==> src/rtl/iob_eth_tx_pkg.sv <==
// ============================================================================
// Module  : iob_eth_tx_pkg
// Brief   : State encoding and framing/CRC constants for the MII TX engine.
// Revision: 1.0
// ============================================================================
`default_nettype none

package iob_eth_tx_pkg;

  typedef enum logic [2:0] {
    ST_IDLE = 3'd0,
    ST_PRE  = 3'd1,
    ST_SFD  = 3'd2,
    ST_DATA = 3'd3,
    ST_CRC  = 3'd4,
    ST_IFG  = 3'd5
  } tx_state_t;

  localparam logic [4:0]  c_preamble_nibbles = 5'd15;
  localparam logic [3:0]  c_preamble_nibble  = 4'h5;
  localparam logic [3:0]  c_sfd_nibble       = 4'hD;
  localparam logic [4:0]  c_crc_nibbles      = 5'd8;
  localparam logic [4:0]  c_ifg_cycles       = 5'd24;
  localparam logic [10:0] c_min_payload      = 11'd60;
  // Bit-reflected form of 0x04C11DB7, LSB-first shifting.
  localparam logic [31:0] c_crc_poly         = 32'hEDB88320;
  localparam logic [31:0] c_crc_init         = 32'hFFFFFFFF;

endpackage

`default_nettype wire

==> src/rtl/iob_eth_crc32_nibble.sv <==
// ============================================================================
// Module  : iob_eth_crc32_nibble
// Brief   : Combinational next-state of the reflected Ethernet CRC-32, 4 bits.
// Revision: 1.0
// ============================================================================
`default_nettype none

module iob_eth_crc32_nibble
  import iob_eth_tx_pkg::*;
(
  input  logic [31:0] i_crc,
  input  logic [3:0]  i_data,
  output logic [31:0] o_crc
);

  logic [31:0] w_acc;

  always_comb begin
    w_acc = i_crc ^ {28'd0, i_data};
    for (int i = 0; i < 4; i++) begin
      w_acc = w_acc[0] ? ((w_acc >> 1) ^ c_crc_poly) : (w_acc >> 1);
    end
  end

  assign o_crc = w_acc;

endmodule

`default_nettype wire

==> src/rtl/iob_eth_tx.sv <==
// ============================================================================
// Module  : iob_eth_tx
// Brief   : MII transmit engine: preamble, SFD, payload, optional FCS, IFG.
//           Define IOB_ETH_TX_PAD_EN to zero-pad short payloads to 60 bytes.
// Revision: 1.0
// ============================================================================
`default_nettype none

module iob_eth_tx
  import iob_eth_tx_pkg::*;
#(
  parameter int BUFFER_W = 11
) (
  input  logic                clk_i,
  input  logic                cke_i,
  input  logic                arst_n_i,
  input  logic                send_i,
  input  logic                crc_en_i,
  input  logic [10:0]         nbytes_i,
  output logic                ready_o,
  output logic [BUFFER_W-1:0] buf_addr_o,
  input  logic [7:0]          buf_data_i,
  output logic                tx_en_o,
  output logic [3:0]          txd_o
);

  localparam logic [BUFFER_W-1:0] c_addr_one = {{(BUFFER_W-1){1'b0}}, 1'b1};

  tx_state_t           r_state;
  logic                r_send_q;
  logic                r_ready;
  logic                r_tx_en;
  logic [3:0]          r_txd;
  logic [BUFFER_W-1:0] r_buf_addr;
  logic [4:0]          r_cnt;
  logic [10:0]         r_nbytes;
  logic [10:0]         r_byte;
  logic                r_hi;
  logic                r_crc_en;
  logic [31:0]         r_crc;

  logic [10:0] w_len;
  logic [10:0] w_cur_idx;
  logic        w_is_pad;
  logic        w_last;
  logic        w_start;
  logic [7:0]  w_byte;
  logic [3:0]  w_nibble;
  logic [31:0] w_crc_next;

  // r_byte counts bytes whose low nibble has gone out; a high nibble belongs
  // to the byte before it.
  assign w_cur_idx = r_hi ? (r_byte - 11'd1) : r_byte;
`ifdef IOB_ETH_TX_PAD_EN
  assign w_len = (r_nbytes < c_min_payload) ? c_min_payload : r_nbytes;
`else
  assign w_len = r_nbytes;
`endif
  assign w_is_pad = (w_cur_idx >= r_nbytes);
  assign w_byte   = w_is_pad ? 8'h00 : buf_data_i;
  assign w_nibble = r_hi ? w_byte[7:4] : w_byte[3:0];
  assign w_last   = !r_hi && (r_byte == w_len);
  assign w_start  = (r_state == ST_IDLE) && send_i && !r_send_q;

  iob_eth_crc32_nibble u_crc (
    .i_crc  (r_crc),
    .i_data (w_nibble),
    .o_crc  (w_crc_next)
  );

  always_ff @(posedge clk_i or negedge arst_n_i) begin
    if (!arst_n_i) begin
      r_state    <= ST_IDLE;
      r_send_q   <= 1'b1;
      r_ready    <= 1'b1;
      r_tx_en    <= 1'b0;
      r_txd      <= 4'h0;
      r_buf_addr <= '0;
      r_cnt      <= 5'd0;
      r_nbytes   <= 11'd0;
      r_byte     <= 11'd0;
      r_hi       <= 1'b0;
      r_crc_en   <= 1'b0;
      r_crc      <= c_crc_init;
    end else if (cke_i) begin
      r_send_q <= send_i;
      case (r_state)
        ST_IDLE: begin
          if (w_start) begin
            r_state    <= ST_PRE;
            r_ready    <= 1'b0;
            r_tx_en    <= 1'b1;
            r_txd      <= c_preamble_nibble;
            r_cnt      <= 5'd1;
            r_buf_addr <= '0;
            r_nbytes   <= nbytes_i;
            r_crc_en   <= crc_en_i;
            r_crc      <= c_crc_init;
            r_byte     <= 11'd0;
            r_hi       <= 1'b0;
          end
        end
        ST_PRE: begin
          if (r_cnt == c_preamble_nibbles) begin
            r_state <= ST_SFD;
            r_txd   <= c_sfd_nibble;
          end else begin
            r_txd <= c_preamble_nibble;
            r_cnt <= r_cnt + 5'd1;
          end
        end
        ST_SFD, ST_DATA: begin
          if (w_last) begin
            r_cnt <= 5'd1;
            if (r_crc_en) begin
              r_state <= ST_CRC;
              r_txd   <= ~r_crc[3:0];
              r_crc   <= {4'h0, r_crc[31:4]};
            end else begin
              r_state <= ST_IFG;
              r_tx_en <= 1'b0;
              r_txd   <= 4'h0;
            end
          end else begin
            r_state <= ST_DATA;
            r_txd   <= w_nibble;
            r_crc   <= w_crc_next;
            r_hi    <= !r_hi;
            // Advancing on the low nibble leaves the next byte's read in flight.
            if (!r_hi) begin
              r_byte <= r_byte + 11'd1;
              if (!w_is_pad) r_buf_addr <= r_buf_addr + c_addr_one;
            end
          end
        end
        ST_CRC: begin
          if (r_cnt == c_crc_nibbles) begin
            r_state <= ST_IFG;
            r_tx_en <= 1'b0;
            r_txd   <= 4'h0;
            r_cnt   <= 5'd1;
          end else begin
            r_txd <= ~r_crc[3:0];
            r_crc <= {4'h0, r_crc[31:4]};
            r_cnt <= r_cnt + 5'd1;
          end
        end
        ST_IFG: begin
          if (r_cnt == c_ifg_cycles) begin
            r_state <= ST_IDLE;
            r_ready <= 1'b1;
          end else begin
            r_cnt <= r_cnt + 5'd1;
          end
        end
        default: r_state <= ST_IDLE;
      endcase
    end
  end

  assign ready_o    = r_ready;
  assign tx_en_o    = r_tx_en;
  assign txd_o      = r_txd;
  assign buf_addr_o = r_buf_addr;

endmodule

`default_nettype wire

==> config.mk <==
export PLATFORM = sky130hd
export DESIGN_NAME = iob_eth_tx
export DESIGN_NICKNAME = d
export VERILOG_FILES = /design/src/rtl/iob_eth_tx_pkg.sv /design/src/rtl/iob_eth_crc32_nibble.sv /design/src/rtl/iob_eth_tx.sv
export SDC_FILE = /design/constraint.sdc
export NUM_CORES = 1
export LEC_CHECK = 0
export CELL_PAD_IN_SITES_DETAIL_PLACEMENT = 0
export CELL_PAD_IN_SITES_GLOBAL_PLACEMENT = 1
export CORE_ASPECT_RATIO = 0.7
export CORE_MARGIN = 3
export CORE_UTILIZATION = 40
export DETAILED_ROUTE_END_ITERATION = 10
export PLACE_DENSITY_LB_ADDON = 0.05
export SYNTH_ARGS = -nofsm -noshare
export SYNTH_HDL_FRONTEND = slang
export SYNTH_SLANG_ARGS = --single-unit
==> constraint.sdc <==
create_clock -name clk_i -period 4.5 [get_ports clk_i]
set_input_delay 0.9 -clock clk_i [delete_from_list [all_inputs] [get_ports clk_i]]
set_output_delay 0.9 -clock clk_i [all_outputs]
set_load 0.01 [all_outputs]
==> flow_summary.yaml <==
floorplanning:
  initial_utilization: 0.415
  placementRows: 34
  die_w_um: 143
  core_region_area_um2: 12600
  die_h_um: 102
  io_pins: 41
  die_area_um2: 14500
global_route:
  antenna_found_initial: 0
  grt_overflow: 0
  grt_pass1_vias: 4146
  track_usage: 0.199
  grt_max_degree: 55
  grt_pass1_wl_um: 22600
synth:
  synth_commonest_cells: "62 x nor2_1, 62 x o21ai_0, 51 x nand2_1, 48 x dfrtp_1, 35 x xor2_1"
  synth_flop_cell: "dfrtp_1"
  yosys.area.top_type: "dfrtp_1"
  synth_warnings: 0
  synth-async-reset-ratio: 1.00
  avgSynthCellArea_um2: 9.06
  syn_area_um2: 5250
  synth_top_area_frac: 0.229
  syn_inst: 579
  seq_area_frac_synth: 0.399
  synth_cell_types: 65
  synth.area.top_cells: "dfrtp_1 23%, dfstp_2 17%, o21ai_0 5.9%"
  syn_nets: 620
  synth_edf_count: 0
  synth_seq_cells: 82
cells_and_area:
  drive_gt1_frac: 0.158
  fin_util: 0.482
  fin_nets: 651
  area_delta_synth_final_pct: 16.1
  fillers: 1206
  n_antenna_cell: 0
  final_cell_area_um2: 6090
setup_path:
  path_max_fanout: 11
  crit_type: "reg2reg"
  rr_startpoint: "r_byte[0]$_DFFE_PN0P_"
  start_kind: "register"
  cp-end-kind: "register"
  worstPathRequired_ps: 4740
  crit_start: "r_byte[0]$_DFFE_PN0P_"
  arrival_ps: 4170
run:
  drv_cap: 0
placed_design:
  portBuffers: 40
  gp_congestion: 0.854
  dpl-instance-area_um2: 5770
  place_hpwl_um: 10200
clocking:
  cts_num_sinks: 82
  hold_buffers: 0
  h-tree-depth: 3
  cts.repair.resized: 0
  cts_tree: "yes"
  clock_latency_ps: 340
  cts_buffer_depth: 2
  postCtsSetupRepairBufs: 0
  cts-root-buf: "clkbuf_16"
  cts_buffers: 9
  clk_pin_slew_ps: 60
worst_hold_path:
  hold_path_class: "reg2reg"
  min_from: "txd_o[1]$_DFFE_PN0P_"
timing:
  finalCritPeriodShare: 0.873
  slew_viol_final: 0
  setup_viol: 0
  max_freq_mhz: 255
  finalCriticalPeriod_ps: 3930
  worstMarginPinSlew_ps: 888
  slew_headroom: 0.402
  rsz0062_at_grt: "no"
  hold_violations: 0
  hold_slack_ps: 476
  setup_tns_ps: 0
  finClkSkew_ps: 10.1
route:
  wire_per_inst_um: 17.8
  routed_wl_um: 13800
  first_pass_iters: 5
  drt_iter0_drc: 266
  drc: 0
  num_vias: 4315
  vias_per_cell: 5.55
  antenna_left: 0
power_and_ir_drop:
  p_leak_uw: 0.00258
  p_per_area_nw_per_um2: 803
  max-vdd-ir-drop_mv: 0.259
status:
  run_status: "complete, no violations"
[metal layers]
metal | up-vias | track usage | part of all wire
li1 | 2117 | - | -
met1 | 2075 | 0.319 | 0.54
met2 | 106 | 0.267 | 0.39
met3 | 17 | 0.0430 | 0.055
met4 | 0 | 0.0497 | 0.015
met5 | - | 0 | 0
[cells by family after synthesis]
group                      synth area share
muxes                                0.0322
AOI/OAI and AO/OA                     0.188
adders and majority gates            0.0405
buffers and inverters                0.0491
and+or+nand+nor                       0.196
xor gates and xnor gates             0.0947
DFF                                   0.399
[sequential cells by signal, indices dropped and copies added (netlist names)]
register,count
r_hi,1
r_crc_en,1
r_cnt,5
r_state,3
r_nbytes,11
txd_o,4
ready_o,1
tx_en_o,1
r_byte,11
buf_addr_o,11
r_crc,32
r_send_q,1
[final timing paths]
kind | to | slack (ps) | cells after the start
max in group asynchronous | r_crc[14]$_DFFE_PN1P_ | 2960 | 2
worst min register to register | txd_o[1]$_DFFE_PN0P_ | 480 | 2
worst min-delay path | txd_o[1]$_DFFE_PN0P_ | 480 | 2
worst max register to register | r_crc[14]$_DFFE_PN1P_ | 570 | 15
worst max-delay path | r_crc[14]$_DFFE_PN1P_ | 570 | 15
min in group asynchronous | r_nbytes[4]$_DFFE_PN0P_ | 610 | 1
[through the flow]
stage               instances  setup slack, ps  total power, uW
finish                    777              573             4890
CTS                       777              438             4910
floorplan                 579              992             3390
global route              777              121             5310
detailed placement        761              455             4110
global placement          761              605             4070
[report_power, final]
part           internal [uW]  switching (uW)  leakage [uW]
clock network            462             312      0.000152
logic                   1140            1580       0.00145
registers               1130             275      0.000980
total                   2730            2170       0.00258
[cell usage in the layout (no fill, tap or decap), types with 19 or more instances in the layout]
cell type,count
dfrtp_1,48
xor2_1,35
clkdlybuf4s50_1,39
nor2_1,61
dfstp_2,34
nand3_1,19
o21ai_0,62
inv_1,22
nand2_1,51
[critical path, stage by stage, from the launching register on]
cell,delay (ps)
dfrtp_1,480
inv_1,100
ha_1,140
nand2_1,80
nor3_1,350
nand2_1,120
xnor2_1,150
ha_1,290
and3_1,200
a221o_1,330
a41oi_2,320
o21ai_1,370
nor2_1,230
xor2_1,270
a211oi_1,120
a311oi_1,270
[area by class of cell]
| cell class | instances | area (um2) | area share |
|---|---|---|---|
| repair buffers | 53 | 495 | 0.0813 |
| clock inverters | 5 | 60.1 | 0.00986 |
| multi-input cells | 442 | 2900 | 0.477 |
| well taps | 162 | 203 | 0.0333 |
| clock buffers | 11 | 253 | 0.0415 |
| flip-flops and latches | 82 | 2090 | 0.344 |
| inverters | 22 | 82.6 | 0.0136 |
Power figures use the tool's default switching activity.
